$ cat src/rtl/gpio_pin_debounce_pkg.sv
// gpio_pkg: shared constants and helpers for the GPIO input front end.
//   GPIO_WIDTH           - number of chip-edge input pins
//   SYNC_STAGES_DEF      - default synchroniser depth (legal 2..4)
//   DEBOUNCE_CYCLES_DEF  - default number of consecutive differing cycles to accept a change
//   debounce_cnt_width() - width of the per-bit debounce counter
package gpio_pkg;

  localparam int GPIO_WIDTH          = 32;
  localparam int SYNC_STAGES_DEF     = 2;
  localparam int DEBOUNCE_CYCLES_DEF = 16;

  // One extra bit over $clog2 so that DEBOUNCE_CYCLES=1 still yields a 1-bit counter.
  function automatic int debounce_cnt_width(input int cycles);
    return $clog2(cycles) + 1;
  endfunction

endpackage

$ cat src/rtl/gpio_pin_debounce_if.sv
// gpio_pin_debounce_if: signal bundle between the pin front end and its user.
//   master: drives pins_async, snap_req, rise_en, fall_en, flag_clr;
//           receives din_out, din_valid, rise_flags, fall_flags, irq
//   slave : the debounce block (directions reversed)
interface gpio_pin_debounce_if #(
  parameter int WIDTH = gpio_pkg::GPIO_WIDTH
);

  logic [WIDTH-1:0] pins_async;
  logic             snap_req;
  logic [WIDTH-1:0] rise_en;
  logic [WIDTH-1:0] fall_en;
  logic [WIDTH-1:0] flag_clr;
  logic [WIDTH-1:0] din_out;
  logic             din_valid;
  logic [WIDTH-1:0] rise_flags;
  logic [WIDTH-1:0] fall_flags;
  logic             irq;

  modport master (
    output pins_async, snap_req, rise_en, fall_en, flag_clr,
    input  din_out, din_valid, rise_flags, fall_flags, irq
  );

  modport slave (
    input  pins_async, snap_req, rise_en, fall_en, flag_clr,
    output din_out, din_valid, rise_flags, fall_flags, irq
  );

endinterface

$ cat src/rtl/gpio_debounce_bit.sv
// gpio_debounce_bit: synchroniser plus debouncer for one input pin.
//   clk, reset     - system clock, synchronous active-high reset
//   i_pin_async    - raw pin level, asynchronous to clk
//   o_stable       - debounced level
//   o_rise_pulse   - high in the cycle whose edge moves o_stable 0->1
//   o_fall_pulse   - high in the cycle whose edge moves o_stable 1->0
module gpio_debounce_bit
  import gpio_pkg::*;
#(
  parameter int SYNC_STAGES     = SYNC_STAGES_DEF,
  parameter int DEBOUNCE_CYCLES = DEBOUNCE_CYCLES_DEF
) (
  input  logic clk,
  input  logic reset,
  input  logic i_pin_async,
  output logic o_stable,
  output logic o_rise_pulse,
  output logic o_fall_pulse
);

  localparam int            CW       = debounce_cnt_width(DEBOUNCE_CYCLES);
  localparam logic [CW-1:0] CNT_LAST = CW'(DEBOUNCE_CYCLES - 1);

  logic [SYNC_STAGES-1:0] r_sync;
  logic [CW-1:0]          r_cnt;
  logic                   r_stable;

  logic w_sync_q;
  logic w_differ;
  logic w_accept;

  // Plain shift chain: nothing sits between the flops, so the metastability
  // settling time of each stage is a full clock period.
  always_ff @(posedge clk) begin
    if (reset) begin
      r_sync <= '0;
    end else begin
      r_sync <= {r_sync[SYNC_STAGES-2:0], i_pin_async};
    end
  end

  assign w_sync_q = r_sync[SYNC_STAGES-1];
  assign w_differ = w_sync_q ^ r_stable;
  // The counter has already seen DEBOUNCE_CYCLES-1 differing samples; this is the last one.
  assign w_accept = w_differ && (r_cnt == CNT_LAST);

  // Counter saturates at CNT_LAST by construction: reaching it either accepts or restarts.
  always_ff @(posedge clk) begin
    if (reset) begin
      r_cnt    <= '0;
      r_stable <= 1'b0;
    end else if (!w_differ) begin
      r_cnt <= '0;
    end else if (w_accept) begin
      r_stable <= w_sync_q;
      r_cnt    <= '0;
    end else begin
      r_cnt <= r_cnt + 1'b1;
    end
  end

  assign o_stable     = r_stable;
  assign o_rise_pulse = w_accept & w_sync_q;
  assign o_fall_pulse = w_accept & ~w_sync_q;

endmodule

$ cat src/rtl/gpio_pin_debounce.sv
// gpio_pin_debounce: general-purpose input front end.
//   clk, reset        - system clock, synchronous active-high reset
//   bus (slave)       - pins_async in, snap_req in, rise_en/fall_en irq masks,
//                       flag_clr W1C strobe; din_out stable word (edge byte
//                       order, unswapped), din_valid one-cycle strobe,
//                       sticky rise_flags/fall_flags, registered irq
module gpio_pin_debounce
  import gpio_pkg::*;
#(
  parameter int WIDTH           = GPIO_WIDTH,
  parameter int SYNC_STAGES     = SYNC_STAGES_DEF,
  parameter int DEBOUNCE_CYCLES = DEBOUNCE_CYCLES_DEF
) (
  input  logic             clk,
  input  logic             reset,
  gpio_pin_debounce_if.slave bus
);

  logic [WIDTH-1:0] w_stable;
  logic [WIDTH-1:0] w_rise_pulse;
  logic [WIDTH-1:0] w_fall_pulse;

  logic             r_din_valid;
  logic [WIDTH-1:0] r_rise_flags;
  logic [WIDTH-1:0] r_fall_flags;
  logic             r_irq;

  logic             w_any_change;
  logic [WIDTH-1:0] w_rise_flags_next;
  logic [WIDTH-1:0] w_fall_flags_next;

  generate
    for (genvar gi = 0; gi < WIDTH; gi++) begin : g_bit
      gpio_debounce_bit #(
        .SYNC_STAGES     (SYNC_STAGES),
        .DEBOUNCE_CYCLES (DEBOUNCE_CYCLES)
      ) u_bit (
        .clk          (clk),
        .reset        (reset),
        .i_pin_async  (bus.pins_async[gi]),
        .o_stable     (w_stable[gi]),
        .o_rise_pulse (w_rise_pulse[gi]),
        .o_fall_pulse (w_fall_pulse[gi])
      );
    end
  endgenerate

  // Any number of bits settling together, with or without snap_req, yields one strobe.
  assign w_any_change = |(w_rise_pulse | w_fall_pulse);

  // Clear first, then OR in new edges, so a set on the clearing edge survives.
  assign w_rise_flags_next = (r_rise_flags & ~bus.flag_clr) | w_rise_pulse;
  assign w_fall_flags_next = (r_fall_flags & ~bus.flag_clr) | w_fall_pulse;

  always_ff @(posedge clk) begin
    if (reset) begin
      r_din_valid  <= 1'b0;
      r_rise_flags <= '0;
      r_fall_flags <= '0;
      r_irq        <= 1'b0;
    end else begin
      r_din_valid  <= w_any_change | bus.snap_req;
      r_rise_flags <= w_rise_flags_next;
      r_fall_flags <= w_fall_flags_next;
      // Built from the flag registers, so irq trails a flag edge by one cycle
      // while following mask changes with a single-cycle delay.
      r_irq        <= |((r_rise_flags & bus.rise_en) | (r_fall_flags & bus.fall_en));
    end
  end

  assign bus.din_out    = w_stable;
  assign bus.din_valid  = r_din_valid;
  assign bus.rise_flags = r_rise_flags;
  assign bus.fall_flags = r_fall_flags;
  assign bus.irq        = r_irq;

endmodule
$ cat src/flat_wrapper.sv
// flat-port wrapper written by rule: the top's interface ports become plain ports
module gpio_pin_debounce_flat import gpio_pkg::*;
#(
  parameter int WIDTH           = GPIO_WIDTH,
  parameter int SYNC_STAGES     = SYNC_STAGES_DEF,
  parameter int DEBOUNCE_CYCLES = DEBOUNCE_CYCLES_DEF
)
  (clk, reset, bus_pins_async, bus_snap_req, bus_rise_en, bus_fall_en, bus_flag_clr, bus_din_out, bus_din_valid, bus_rise_flags, bus_fall_flags, bus_irq);
  gpio_pin_debounce_if #(.WIDTH(WIDTH)) bus_i ();
  input  logic clk;
  input  logic reset;
  input wire logic [$bits(bus_i.pins_async)-1:0] bus_pins_async;
  input wire logic [$bits(bus_i.snap_req)-1:0] bus_snap_req;
  input wire logic [$bits(bus_i.rise_en)-1:0] bus_rise_en;
  input wire logic [$bits(bus_i.fall_en)-1:0] bus_fall_en;
  input wire logic [$bits(bus_i.flag_clr)-1:0] bus_flag_clr;
  output wire logic [$bits(bus_i.din_out)-1:0] bus_din_out;
  output wire logic [$bits(bus_i.din_valid)-1:0] bus_din_valid;
  output wire logic [$bits(bus_i.rise_flags)-1:0] bus_rise_flags;
  output wire logic [$bits(bus_i.fall_flags)-1:0] bus_fall_flags;
  output wire logic [$bits(bus_i.irq)-1:0] bus_irq;
  assign bus_i.pins_async = bus_pins_async;
  assign bus_i.snap_req = bus_snap_req;
  assign bus_i.rise_en = bus_rise_en;
  assign bus_i.fall_en = bus_fall_en;
  assign bus_i.flag_clr = bus_flag_clr;
  assign bus_din_out = bus_i.din_out;
  assign bus_din_valid = bus_i.din_valid;
  assign bus_rise_flags = bus_i.rise_flags;
  assign bus_fall_flags = bus_i.fall_flags;
  assign bus_irq = bus_i.irq;
  gpio_pin_debounce #(.WIDTH(WIDTH), .SYNC_STAGES(SYNC_STAGES), .DEBOUNCE_CYCLES(DEBOUNCE_CYCLES)) u_core (.clk(clk), .reset(reset), .bus(bus_i));
endmodule
$ cat config.mk
export PLATFORM = sky130hd
export DESIGN_NAME = gpio_pin_debounce_flat
export DESIGN_NICKNAME = d
export VERILOG_FILES = /design/src/rtl/gpio_pin_debounce_pkg.sv /design/src/rtl/gpio_pin_debounce_if.sv /design/src/rtl/gpio_debounce_bit.sv /design/src/rtl/gpio_pin_debounce.sv /design/src/flat_wrapper.sv
export SDC_FILE = /design/constraint.sdc
export NUM_CORES = 1
export LEC_CHECK = 0
export ABC_AREA = 1
export BUFFER_PORTS_ARGS = -buffer_cell sky130_fd_sc_hd__buf_4
export CELL_PAD_IN_SITES_DETAIL_PLACEMENT = 1
export CELL_PAD_IN_SITES_GLOBAL_PLACEMENT = 1
export CORE_MARGIN = 1.5
export CORE_UTILIZATION = 30
export CTS_CLUSTER_SIZE = 8
export DETAILED_ROUTE_END_ITERATION = 8
export PLACE_DENSITY = 0.71
export SLEW_MARGIN = 0
export SYNTH_ARGS = -nofsm -noshare
export SYNTH_HDL_FRONTEND = slang
export SYNTH_HIERARCHICAL = 1
export SYNTH_SLANG_ARGS = --single-unit
$ cat constraint.sdc
create_clock -name clk -period 1.74 [get_ports clk]
set_input_delay 0.348 -clock clk [delete_from_list [all_inputs] [get_ports clk]]
set_output_delay 0.348 -clock clk [all_outputs]
set_load 0.005 [all_outputs]
* Word-level counts from Yosys, hierarchy flattened *
Index checks and enable logic that the tools add are counted.

storage, ports and cells
  register bits = 322
  input bits = 131
  output and inout bits = 98
  logic and storage cells = 432

operators by class
  $add $sub $neg = 32
  equality and inequality tests = 32
  bitwise operators = 170
  reduce and logical (&&, ||, !) cells = 98

operators with widths
  kind                   count
  $add A5 B1 Y5 const B  32
  $eq A5 B4 Y1 const B   32
  $and A32 B32 Y32       4
  $or A32 B32 Y32        4
  $reduce_or A3 Y1       32
  $and A1 B1 Y1          64
  $not A1 Y1             64
  $reduce_and A2 Y1      32
  $reduce_or A32 Y1      2
  $logic_and A1 B1 Y1    32
  $not A32 Y32           1
  $xor A1 B1 Y1          32
  $or A1 B1 Y1           1

* Depth between registers and ports, before layout *
  depth in word-level cells = 6
  mapped depth = 14
  gate-level depth less buffers = 14

* Modules after synthesis *
Netlist, hierarchy kept.

modules (own cells, without submodules)
  module                                          times used  cells an instance  area each (µm²)  sequential area each (µm²)
  gpio_debounce_bit at u_core.g_bit[0].u_bit ...  27          40                 326.6            160.2
  gpio_pin_debounce                               1           429                2783.9           1321.3
  gpio_debounce_bit at u_core.g_bit[5].u_bit ...  5           42                 327.8            160.2

* Worst setup path before layout *
No wires, ideal clock.

  path type = register to register
  from = reg u_core.g_bit[8].u_bit.r_cnt[0]
  to = reg u_core.r_din_valid (netlist: u_core/bus.din_valid)
  setup time = 0.109 ns
  arrival = 1.463 ns
  required time = 1.631 ns
  path slack = 0.169 ns
  cell stages (with the launch flop) = 15
  path buffers = 0
  period minus slack after synthesis = 1.571 ns
  cells stage by stage = dfxtp_1 -> ha_1 -> nand2_1 -> nor2_1 -> ha_1 -> inv_1 -> nor2_1 -> nor2_1 -> nand2_1 -> nor2_1 -> nand2_1 -> nor2_1 -> nand3_1 -> nand2_1 -> inv_1

between the ends
  cells in the longest elaborated chain, start to end = 6
  elaborated cells between the ends (all ways) = 7
  classes of those cells = 1 x eq/ne; 4 x bitwise; 2 x reduce/logical

RTL lines
  what                        line                     text
  start: declaration          gpio_debounce_bit.sv:25  logic [CW-1:0] r_cnt;
  start signal: assignment    gpio_debounce_bit.sv:58  r_cnt <= r_cnt + 1'b1;
  $eq A5 B4 Y1                gpio_debounce_bit.sv:45  assign w_accept = w_differ && (r_cnt == CNT_LAST);
  $logic_and A1 B1 Y1         gpio_debounce_bit.sv:45
  $and A1 B1 Y1               gpio_debounce_bit.sv:63  assign o_rise_pulse = w_accept & w_sync_q;
  via u_core.w_rise_pulse[8]  gpio_pin_debounce.sv:20  logic [WIDTH-1:0] w_rise_pulse;
  $or A32 B32 Y32             gpio_pin_debounce.sv:49  assign w_any_change = |(w_rise_pulse | w_fall_pulse);
  $reduce_or A32 Y1           gpio_pin_debounce.sv:49
  $or A1 B1 Y1                gpio_pin_debounce.sv:62  r_din_valid <= w_any_change | bus.snap_req;
  end signal: assignment      gpio_pin_debounce.sv:62
  end: declaration            gpio_pin_debounce.sv:23  logic r_din_valid;

The timed path passes the listed nets, and every way through them passes these cells.
A chain may end at the register's enable or synchronous reset.

* Worst setup path in the final report *
  from = reg u_core.g_bit[30].u_bit.r_cnt[1]
  to = reg u_core.r_din_valid (netlist: u_core/bus.din_valid)

between the ends
  cells in the longest elaborated chain, start to end = 6
  elaborated cells between the ends (all ways) = 7
  classes of those cells = 1 x eq/ne; 4 x bitwise; 2 x reduce/logical

RTL lines
  what                         line
  start: declaration           gpio_debounce_bit.sv:25
  start signal: assignment     gpio_debounce_bit.sv:58
  $eq A5 B4 Y1                 gpio_debounce_bit.sv:45
  $logic_and A1 B1 Y1          gpio_debounce_bit.sv:45
  $and A1 B1 Y1                gpio_debounce_bit.sv:63
  via u_core.w_rise_pulse[30]  gpio_pin_debounce.sv:20
  $or A32 B32 Y32              gpio_pin_debounce.sv:49
  $reduce_or A32 Y1            gpio_pin_debounce.sv:49
  $or A1 B1 Y1                 gpio_pin_debounce.sv:62

The timed path passes the listed nets, and every way through them passes these cells.

==> key figures <==
Timing
  • Slew HR: 0.7540
  • Clock period minus worst slack: 1785 ps
  • Worst Tran Pin Value: 367.6 ps
  • RSZ-0062 raised after global routing: true
  • Final hold slack: 36.27 ps
  • Setup violations, final: 1
  • Clock Skews: 9.151 ps
  • Slew Limit Fails: 0
  • Final hold vios: 0
  • Final worst slack: -45.10 ps
  • Peak Freq: 0.5602 GHz
  • Period utilization: 1.026

Power
  • VDD IR max: 0.6823 mV
  • Total power draw: 16.43 mW
  • Leakage: 8.166 nW
  • Power per cell area: 857.0 nW/µm²

Placement
  • HPWL Detailed: 30390 µm
  • Placed cell areas: 17040 µm²
  • Gp weighted congestion: 0.7750
  • PortBufs: 228

Yosys
  • Syn Area/Cell: 7.702 µm²
  • Share of the yosys chip area belonging to registers: 0.4869
  • Post-synthesis cell type count: 20
  • Post-synth EDFFs: 0
  • Primary FF master, synth: dfxtp_1
  • Post-Syn Nets: 1914
  • Async set-reset flop share out of synthesis: 0
  • Synth warn: 6
  • Syn Std Cell Area: 13240 µm²
  • Synthesized flop and latch total: 322
  • Mapped Cells: 1719

Routing
  • Routed len/inst: 14.09 µm
  • Pre-Repair DR Iteration Count: 4
  • Post-detailed-route count of antenna-violating nets: 0
  • Via Count: 12348
  • DRC viols: 0
  • DR vias/cell: 4.418
  • Final wirelength: 39380 µm
  • First-iteration detailed-routing DRC count: 394

Finish
  • Nets: 2402
  • Area growth syn-to-layout: 44.83%
  • Final Cell Area: 19180 µm²
  • Most frequent cells in the layout: buf_4 (414), nor2_1 (321), dfxtp_1 (308), nand2_1 (295), inv_1 (250)
  • Diodes inserted: 0
  • Leading cell type in the layout, fill and taps excluded: buf_4
  • Layout cells sized above 1: 0.3489
  • Final core utilization: 0.4432

Die
  • Rows: 76
  • Die Height: 213.1 µm
  • Core Region: 43270 µm²
  • Die Area: 45400 µm²
  • Initial Util: 0.3060
  • Die X: 213.1 µm
  • I/O pin total: 229

GRT
  • Largest net degree at the start of global routing: 54
  • Initial antenna violation count: 0
  • Gr ovfl total: 0
  • Vias in the first global route: 12975
  • First-pass GRT wire length: 62420 µm
  • GRT Total Usage: 0.1745

Outcome
  • Status: complete, but fails checks
  • Failing checks: negative setup slack

Worst setup path
  • WP data arrival: 2280 ps
  • Largest stage delay on the critical path: 360 ps
  • Crit start category: register
  • Worst path slowest cell: dfxtp_1
  • CP cell instances: ha_1 -> nand2_1 -> nor2_1 -> ha_2 -> inv_2 -> nor3_2 -> nor2_4 -> nand2_2 -> nor2_4 -> nand2_1 -> nor2_2 -> nand3_1 -> nand2_1 -> inv_1
  • Setup CP Type: register to register
  • Crit end category: register
  • Critical path fanouts, max: 3
  • Worst EP required: 2230 ps
  • CP dominant cell by count: nand2_1

CTS
  • H-tree levels: 2
  • Root buffer cell: clkbuf_16
  • CTS Sinks: 322
  • Clk_lat worst skew: 550 ps
  • Clock Path Buffers: 3
  • Num CTS Buffers: 46
  • Clk slew on worst S/H paths: 50 ps
  • CTS tree: yes

Run
  • Max-Cap Viols: 0

Worst hold path
  • Hold Crit Class: input pin to register
==> kinds of logic (layout without fill, tap and decap cells) <==
| kind of cell | count (synthesis) | count (layout) | share of synthesized area |
|---|---|---|---|
| flops | 322 | 322 | 0.4869 |
| compound gates | 123 | 123 | 0.05415 |
| simple gates | 871 | 871 | 0.2896 |
| fa+ha+maj | 64 | 64 | 0.06048 |
| xor+xnor | 32 | 32 | 0.02117 |
| buf+inv | 307 | 798 | 0.08770 |
==> registers in the layout (all words and copies together) (netlist names) <==
name                         cells
u_core/bus.din_valid             1
u_core/bus.fall_flags           32
u_core/bus.irq                   1
u_core/bus.rise_flags           32
u_core/g_bit.u_bit/o_stable     32
u_core/g_bit.u_bit/r_cnt       160
u_core/g_bit.u_bit/r_sync       64
==> Yosys cell counts (2+ instances only) <==
cell	n	area [µm²]
ha_1	64	800.8
buf_2	4	20.02
xnor2_1	32	280.3
nand3_2	27	270.3
clkbuf_1	2	7.510
nand2_2	32	200.2
a21oi_2	27	236.5
inv_1	273	1025
o21ai_0	32	160.2
nor3_1	55	275.3
nor2_1	345	1295
inv_2	27	101.4
nand4_1	34	212.7
dfxtp_1	322	6446
nand3_1	36	180.2
nand2_1	305	1145
nor2_4	5	56.30
nor2_2	32	200.2
a21oi_1	64	320.3
==> per-layer routing <==
| metal | vias up | routed length, µm | GRT usage |
|---|---|---|---|
| met2 | 215 | 20030 | 0.3171 |
| met3 | 82 | 2032 | 0.03515 |
| met4 | 0 | 1682 | 0.08780 |
| li1 | 6245 | - | - |
| met1 | 5806 | 15630 | 0.1919 |
| met5 | - | 0 | 0 |
==> timing repair <==
action	CTS	global route
setup endpoints to repair	1	3
hold buffers	29	0
buffers inserted	3	7
hold endpoints to repair	29	0
pin swaps	29	37
resized for setup	106	62
==> worst paths after layout <==
check	start	to	slack, ps	cells past startpoint
max	u_core/g_bit[30].u_bit/r_cnt[1]$_SDFF_PP0_	u_core/bus.din_valid$_SDFF_PP0_	-50	14
min	bus_pins_async[21]	u_core/g_bit[21].u_bit/r_sync[0]$_SDFF_PP0_	40	3
max reg2reg	u_core/g_bit[30].u_bit/r_cnt[1]$_SDFF_PP0_	u_core/bus.din_valid$_SDFF_PP0_	-50	14
min reg2reg	u_core/g_bit[1].u_bit/r_sync[0]$_SDFF_PP0_	u_core/g_bit[1].u_bit/r_sync[1]$_SDFF_PP0_	400	2
==> per-stage QoR <==
| step | setup TNS [ps] | cells | setup slack, ps |
|---|---|---|---|
| floorplan | 0 | 1719 | 168.5 |
| global placement | -196.8 | 2705 | -196.8 |
| detailed placement | -217.2 | 2705 | -217.2 |
| CTS | -35.64 | 2788 | -35.64 |
| global route | -209.4 | 2795 | -179.3 |
| finish | -45.10 | 2795 | -45.10 |
==> area by class of cell <==
cell class	count	area (µm²)
well taps	585	732.0
clock buffers	50	1240
repair buffers	447	3470
fillers	5198	24090
clock inverters	1	30.03
flip-flops and latches	322	6466
multi-input cells	1090	6110
inverters	300	1129
==> where the power goes <==
| part | leakage (nW) | switching (mW) | internal (mW) |
|---|---|---|---|
| combinational | 4.92 | 0.334 | 0.364 |
| clock | 0.625 | 3.11 | 5.07 |
| sequential | 2.62 | 0.0652 | 7.48 |
| total | 8.17 | 3.51 | 12.9 |
==> critical path: cells and delay by family (launching register included) <==
kind                     cells  cell delay, ps
flip-flops                   1             360
AND/OR/NAND/NOR             10             890
buffers and inverters        2              90
adder cells (fa/ha/maj)      2             400
(Power assumes the default switching activity.)
